**config.mk**
```make
export PLATFORM = sky130hd
export DESIGN_NAME = boss_phase_sequencer
export DESIGN_NICKNAME = d
export VERILOG_FILES = /design/src/rtl/boss_phase_sequencer.sv
export SDC_FILE = /design/constraint.sdc
export NUM_CORES = 1
export LEC_CHECK = 0
export CORE_MARGIN = 1.5
export CORE_UTILIZATION = 35
export DETAILED_ROUTE_END_ITERATION = 6
export SLEW_MARGIN = 20
export SYNTH_ARGS = -nofsm -noshare
export SYNTH_HDL_FRONTEND = slang
export SYNTH_SLANG_ARGS = --single-unit
```
**constraint.sdc**
```tcl
create_clock -name frame_clk -period 3.2 [get_ports frame_clk]
set_clock_uncertainty 0.15 [all_clocks]
set_input_delay 0.32 -clock frame_clk [delete_from_list [all_inputs] [get_ports frame_clk]]
set_output_delay 0.32 -clock frame_clk [all_outputs]
set_load 0.1 [all_outputs]
```
**src/rtl/boss_phase_sequencer.sv**
```systemverilog
// Boss behaviour controller: phase FSM with difficulty/enrage-scaled timing
// and a volley or round-robin firing pattern across NUM_GUNS channels.
module boss_phase_sequencer #(
   parameter int unsigned NUM_GUNS     = 4,
   parameter int unsigned TW           = 11,
   parameter int unsigned SPAWN_WAIT   = 255,
   parameter int unsigned CRUISE_TIME  = 2047,
   parameter int unsigned DROP_WAIT    = 255,
   parameter int unsigned SHOT_PERIOD  = 31,
   parameter int unsigned ENRAGE_DIVES = 3
) (
   input  logic                frame_clk,
   input  logic                Reset_n,
   input  logic                start_boss,
   input  logic [2:0]          difficulty,
   input  logic                beat_boss,
   input  logic                hit_bottom,
   input  logic                hit_top,
   output logic                boss_hold,
   output logic                boss_back_and_forth,
   output logic                boss_flydown,
   output logic                boss_rise,
   output logic                boss_exists,
   output logic [NUM_GUNS-1:0] boss_shoot,
   output logic [3:0]          dive_count
);

   localparam int unsigned GW = (NUM_GUNS > 1) ? $clog2(NUM_GUNS) : 1;

   localparam logic [TW-1:0] SPAWN_LD  = TW'(SPAWN_WAIT);
   localparam logic [TW-1:0] CRUISE_LD = TW'(CRUISE_TIME);
   localparam logic [TW-1:0] DROP_LD   = TW'(DROP_WAIT);
   localparam logic [TW-1:0] SHOT_LD   = TW'(SHOT_PERIOD);

   typedef enum logic [2:0] {
      S_HIDE,
      S_SPAWN_HOLD,
      S_CRUISE,
      S_WAIT_DROP,
      S_DIVE,
      S_RISE,
      S_DEFEATED
   } state_e;

   state_e          state_q, state_d;
   logic [TW-1:0]   tmr_q, tmr_d;
   logic [TW-1:0]   shot_q, shot_d;
   logic [GW-1:0]   gun_q, gun_d;
   logic [3:0]      dive_q, dive_d;
   logic [2:0]      lvl_sum;
   logic [1:0]      lvl;
   logic            enraged;
   logic            fire;
   logic            tmr_zero;
   logic            spawning;

   assign dive_count = dive_q;
   assign tmr_zero   = (tmr_q == '0);
   assign spawning   = (state_q == S_HIDE) && (state_d == S_SPAWN_HOLD);

   always_comb begin
      enraged = (32'(dive_q) >= ENRAGE_DIVES);
      lvl_sum = {1'b0, difficulty[1:0]} + {2'b00, enraged};
      lvl     = (lvl_sum > 3'd3) ? 2'd3 : lvl_sum[1:0];
   end

   // State register
   always_ff @(posedge frame_clk or negedge Reset_n) begin
      if (!Reset_n) state_q <= S_HIDE;
      else          state_q <= state_d;
   end

   // Next-state logic; beat_boss wins over everything in the active states
   always_comb begin
      state_d = state_q;
      case (state_q)
         S_HIDE:       if (start_boss && !beat_boss) state_d = S_SPAWN_HOLD;
         S_SPAWN_HOLD: if (beat_boss) state_d = S_DEFEATED;
                       else if (tmr_zero) state_d = S_CRUISE;
         S_CRUISE:     if (beat_boss) state_d = S_DEFEATED;
                       else if (tmr_zero) state_d = S_WAIT_DROP;
         S_WAIT_DROP:  if (beat_boss) state_d = S_DEFEATED;
                       else if (tmr_zero) state_d = S_DIVE;
         S_DIVE:       if (beat_boss) state_d = S_DEFEATED;
                       else if (hit_bottom) state_d = S_RISE;
         S_RISE:       if (beat_boss) state_d = S_DEFEATED;
                       else if (hit_top) state_d = S_SPAWN_HOLD;
         S_DEFEATED:   if (!start_boss) state_d = S_HIDE;
         default:      state_d = S_HIDE;
      endcase
   end

   // Motion command decode
   always_comb begin
      boss_hold           = (state_q == S_SPAWN_HOLD) || (state_q == S_WAIT_DROP);
      boss_back_and_forth = (state_q == S_CRUISE);
      boss_flydown        = (state_q == S_DIVE);
      boss_rise           = (state_q == S_RISE);
      boss_exists         = (state_q != S_HIDE) && (state_q != S_DEFEATED);
   end

   always_comb begin
      tmr_d  = tmr_q;
      shot_d = shot_q;
      gun_d  = gun_q;
      dive_d = dive_q;
      fire   = 1'b0;

      if (state_d != state_q) begin
         case (state_d)
            S_SPAWN_HOLD: tmr_d = SPAWN_LD;
            S_CRUISE:     tmr_d = CRUISE_LD >> lvl;
            S_WAIT_DROP:  tmr_d = DROP_LD >> lvl;
            default:      tmr_d = tmr_q;
         endcase
      end else if ((state_q == S_SPAWN_HOLD) || (state_q == S_CRUISE) ||
                   (state_q == S_WAIT_DROP)) begin
         tmr_d = tmr_q - TW'(1);
      end

      if (spawning)
         dive_d = '0;
      else if ((state_q == S_RISE) && (state_d == S_SPAWN_HOLD) && (dive_q != 4'hF))
         dive_d = dive_q + 4'd1;

      if (boss_exists) begin
         if (shot_q == '0) begin
            fire   = 1'b1;
            shot_d = SHOT_LD >> lvl;
            if (difficulty[2])
               gun_d = (gun_q == GW'(NUM_GUNS - 1)) ? '0 : gun_q + GW'(1);
         end else begin
            shot_d = shot_q - TW'(1);
         end
      end else begin
         gun_d = '0;
         if (spawning) shot_d = SHOT_LD >> lvl;
      end
   end

   always_comb begin
      boss_shoot = '0;
      if (fire) begin
         if (difficulty[2]) begin
            for (int unsigned g = 0; g < NUM_GUNS; g++)
               boss_shoot[g] = (GW'(g) == gun_q);
         end else begin
            boss_shoot = '1;
         end
      end
   end

   always_ff @(posedge frame_clk or negedge Reset_n) begin
      if (!Reset_n) begin
         tmr_q  <= '0;
         shot_q <= '0;
         gun_q  <= '0;
         dive_q <= '0;
      end else begin
         tmr_q  <= tmr_d;
         shot_q <= shot_d;
         gun_q  <= gun_d;
         dive_q <= dive_d;
      end
   end

endmodule

```
==> flow_summary.json <==
{
  "status": "finished clean",
  "synth_warnings": 0,
  "antennaDiodeCount": 0,
  "core_area_um2": 5642,
  "arrival_ps": 2360,
  "vias": 1831,
  "synthToLayoutAreaGrowth_pct": 19.68,
  "ios": 22,
  "die_w_um": 80.31,
  "synth.area.top_cells": "dfrtp_1 (37%), o21ai_0 (6.2%), nor2_1 (5.7%), a21oi_1 (5.0%), ha_1 (4.8%)",
  "cp_slowest_stage_delay_ps": 380,
  "nets": 294,
  "gr-usage-all-layers_pct": 16.30,
  "slowest_stage": "dfrtp_1",
  "maxSlewViolCount": 0,
  "cts_tree": "done",
  "synth_cells": 256,
  "clk_latency_ps": 290,
  "grt_pass1_wl_um": 8183,
  "worstSetupEndpointType": "output pin",
  "synth-edff-count": 0,
  "cts_buffer_depth": 2,
  "synth_seq_area_share_pct": 37.08,
  "critPathLaunchType": "register",
  "syn-cell-area_um2": 2092,
  "grt_max_degree": 32,
  "fp-row-count": 27,
  "hpwl_um": 3380,
  "cts_sinks": 31,
  "synth-main-ff-cell": "dfrtp_1",
  "cts.clk_slew.worst_paths_ps": 70,
  "cp_cell_sequence": "inv_1, ha_1, nor4b_2, nand2_1, nor3_1, buf_4, nand2_1, a21oi_1, buf_12",
  "gp_congestion": 0.7956,
  "dieArea_um2": 6450,
  "final_cells": 350,
  "fin_setup_tns_ps": 0,
  "start_util_pct": 37.08,
  "drt_iter0_markers": 102,
  "finalHoldViolations": 0,
  "hold_path_class": "in -> async",
  "path_class": "reg -> out",
  "root_buffer": "clkbuf_8",
  "finalSetupViolations": 0,
  "antenna_found_initial": 0,
  "cts_resized": 0,
  "cpMostUsedCell": "nand2_1",
  "synth-seq-cells": 31,
  "critical_path_required_ps": 2730,
  "die_h_um": 80.31,
  "total_power_mw": 2.602,
  "async_flop_share_pct": 100.0,
  "synth_top_cell_area_share_pct": 37.08,
  "period_share_pct": 88.44,
  "drc": 0,
  "timing.fmax_ghz": 0.3534,
  "cellLeakagePower_nw": 1.088,
  "cts_made_buffers": 5,
  "worst_slew_pin_slew_ps": 723.0,
  "ant_nets": 0,
  "postCtsHoldBufs": 0,
  "post-place-cells": 342,
  "firstDrtPassIters": 4,
  "drive_above_1_share_pct": 14.03,
  "h-tree-depth": 2,
  "vias_per_cell": 5.231,
  "peakVddDrop_uv": 556.0,
  "slew_headroom_pct": 51.62,
  "layout_min_cycle_time_ps": 2830,
  "holdWs_ps": 278.1,
  "maxCapViolCount": 0,
  "io_buffers": 21,
  "power_density_nw_per_um2": 1039,
  "syn_nets": 273,
  "grt_pass1_vias": 1716,
  "cts_setup_buffers": 0,
  "drt_wl_total_um": 4713,
  "wl_per_cell_um": 13.47,
  "yosysTopAreaCell": "dfrtp_1",
  "filler_cell_count": 552,
  "gr-total-overflow": 0,
  "avgSynthCellArea_um2": 8.172,
  "ys_types": 48,
  "path_max_fanout": 5,
  "rsz0062_at_grt": "false"
}
-- critical path: cells and delay by family, from the launching register on --
family                     cells  cell delay (ps)
AOI/OAI and AO/OA              1              250
adders and majority gates      1              200
buffers and inverters          3              450
DFF                            1              380
and+or+nand+nor                4              790
-- report_power, final --
part | internal [mW] | switching [mW] | total, mW
Sequential | 0.541 | 0.215 | 0.757
Combinational | 0.475 | 0.964 | 1.44
Clock | 0.252 | 0.154 | 0.406
Total | 1.27 | 1.33 | 2.60
-- placed cells by master (no fill, tap or decap), types with 2 or more instances in the layout --
cell	count
nand3_1	2
buf_12	4
a21oi_1	21
ha_1	8
o21ai_0	26
clkdlybuf4s50_1	8
xor2_1	2
or2_2	2
o2bb2ai_1	2
buf_4	14
nor2_1	32
o21ai_1	6
nor3b_1	6
o31ai_1	2
and3_2	3
nor3_2	2
a311oi_1	2
dfrtp_1	31
nand2_1	19
a221o_1	2
nor3_1	13
o21bai_1	2
or3_1	6
a31oi_1	2
a22oi_1	2
inv_1	19
o21a_1	2
mux2i_1	5
nor2b_1	5
clkbuf_8	6
nand4_1	2
-- metal layers --
metal	vias up	GRT usage (%)	share of wire (%)
li1	949	-	-
met4	0	5.172	1.3
met5	-	0	0
met2	24	25.55	45
met1	851	21.17	50
met3	7	5.227	4.1
-- registers in the layout, summed over array words and instances, names as in the netlist --
signal / count
gun_q: 2
shot_q: 11
dive_count: 4
state_q: 3
tmr_q: 11
-- cell type report --
class | instances | area (um^2) | share of cell area [%]
clock buffers | 6 | 82.58 | 3.298
multi-input cells | 194 | 1184 | 47.28
inverters | 19 | 71.32 | 2.849
well taps | 72 | 90.09 | 3.598
repair buffers | 26 | 265.3 | 10.59
clock inverters | 2 | 35.03 | 1.399
flip-flops and latches | 31 | 775.7 | 30.98
-- stage by stage --
stage / instance area (um^2) / worst slack, ps / util (%)
4_1_cts: 2504 / 328.7 / 44.38
3_5_place_dp: 2386 / 252.2 / 42.29
5_1_grt: 2504 / 76.33 / 44.38
6_report: 2504 / 370.0 / 44.38
2_1_floorplan: 2097 / -487.7 / -
3_3_place_gp: 2386 / 256.2 / 42.29
-- synthesized netlist by cell type (2+ instances only) --
cell type / number
nor3b_1: 6
nor3_1: 14
inv_1: 19
a221o_1: 2
xor2_1: 2
ha_1: 8
a21oi_1: 21
mux2i_1: 5
and3_2: 3
nand4_1: 2
nand3_1: 2
nand2_1: 19
a311oi_1: 2
o2bb2ai_1: 2
o21a_1: 2
o21ai_0: 26
o21bai_1: 2
clkbuf_1: 5
o31ai_1: 2
a31oi_1: 2
nor2_1: 32
dfrtp_1: 31
or3_1: 6
nor2b_1: 5
buf_6: 2
buf_2: 5
a22oi_1: 2
or2_2: 2
o21ai_1: 6
-- kinds of logic after synthesis --
group | share of synthesized area (%)
AO/OA/AOI/OAI | 22.19
XOR/XNOR | 1.256
adder cells (fa/ha/maj) | 4.785
buffers and inverters | 6.579
flip-flops | 37.08
multiplexers | 2.392
AND/OR/NAND/NOR | 25.72
-- path summary, 6_finish.rpt --
kind	startpoint	endpoint	slack, ps	cells after the start
worst max register to register	tmr_q[0]	tmr_q[7]	440	9
worst min-delay path	Reset_n	tmr_q[4]	280	2
min in group frame_clk	tmr_q[10]	tmr_q[10]	350	2
worst min register to register	tmr_q[10]	tmr_q[10]	350	2
max in group asynchronous	Reset_n	shot_q[0]	2320	2
worst max-delay path	shot_q[0]	boss_shoot[3]	370	9
Power figures use the tool's default switching activity.
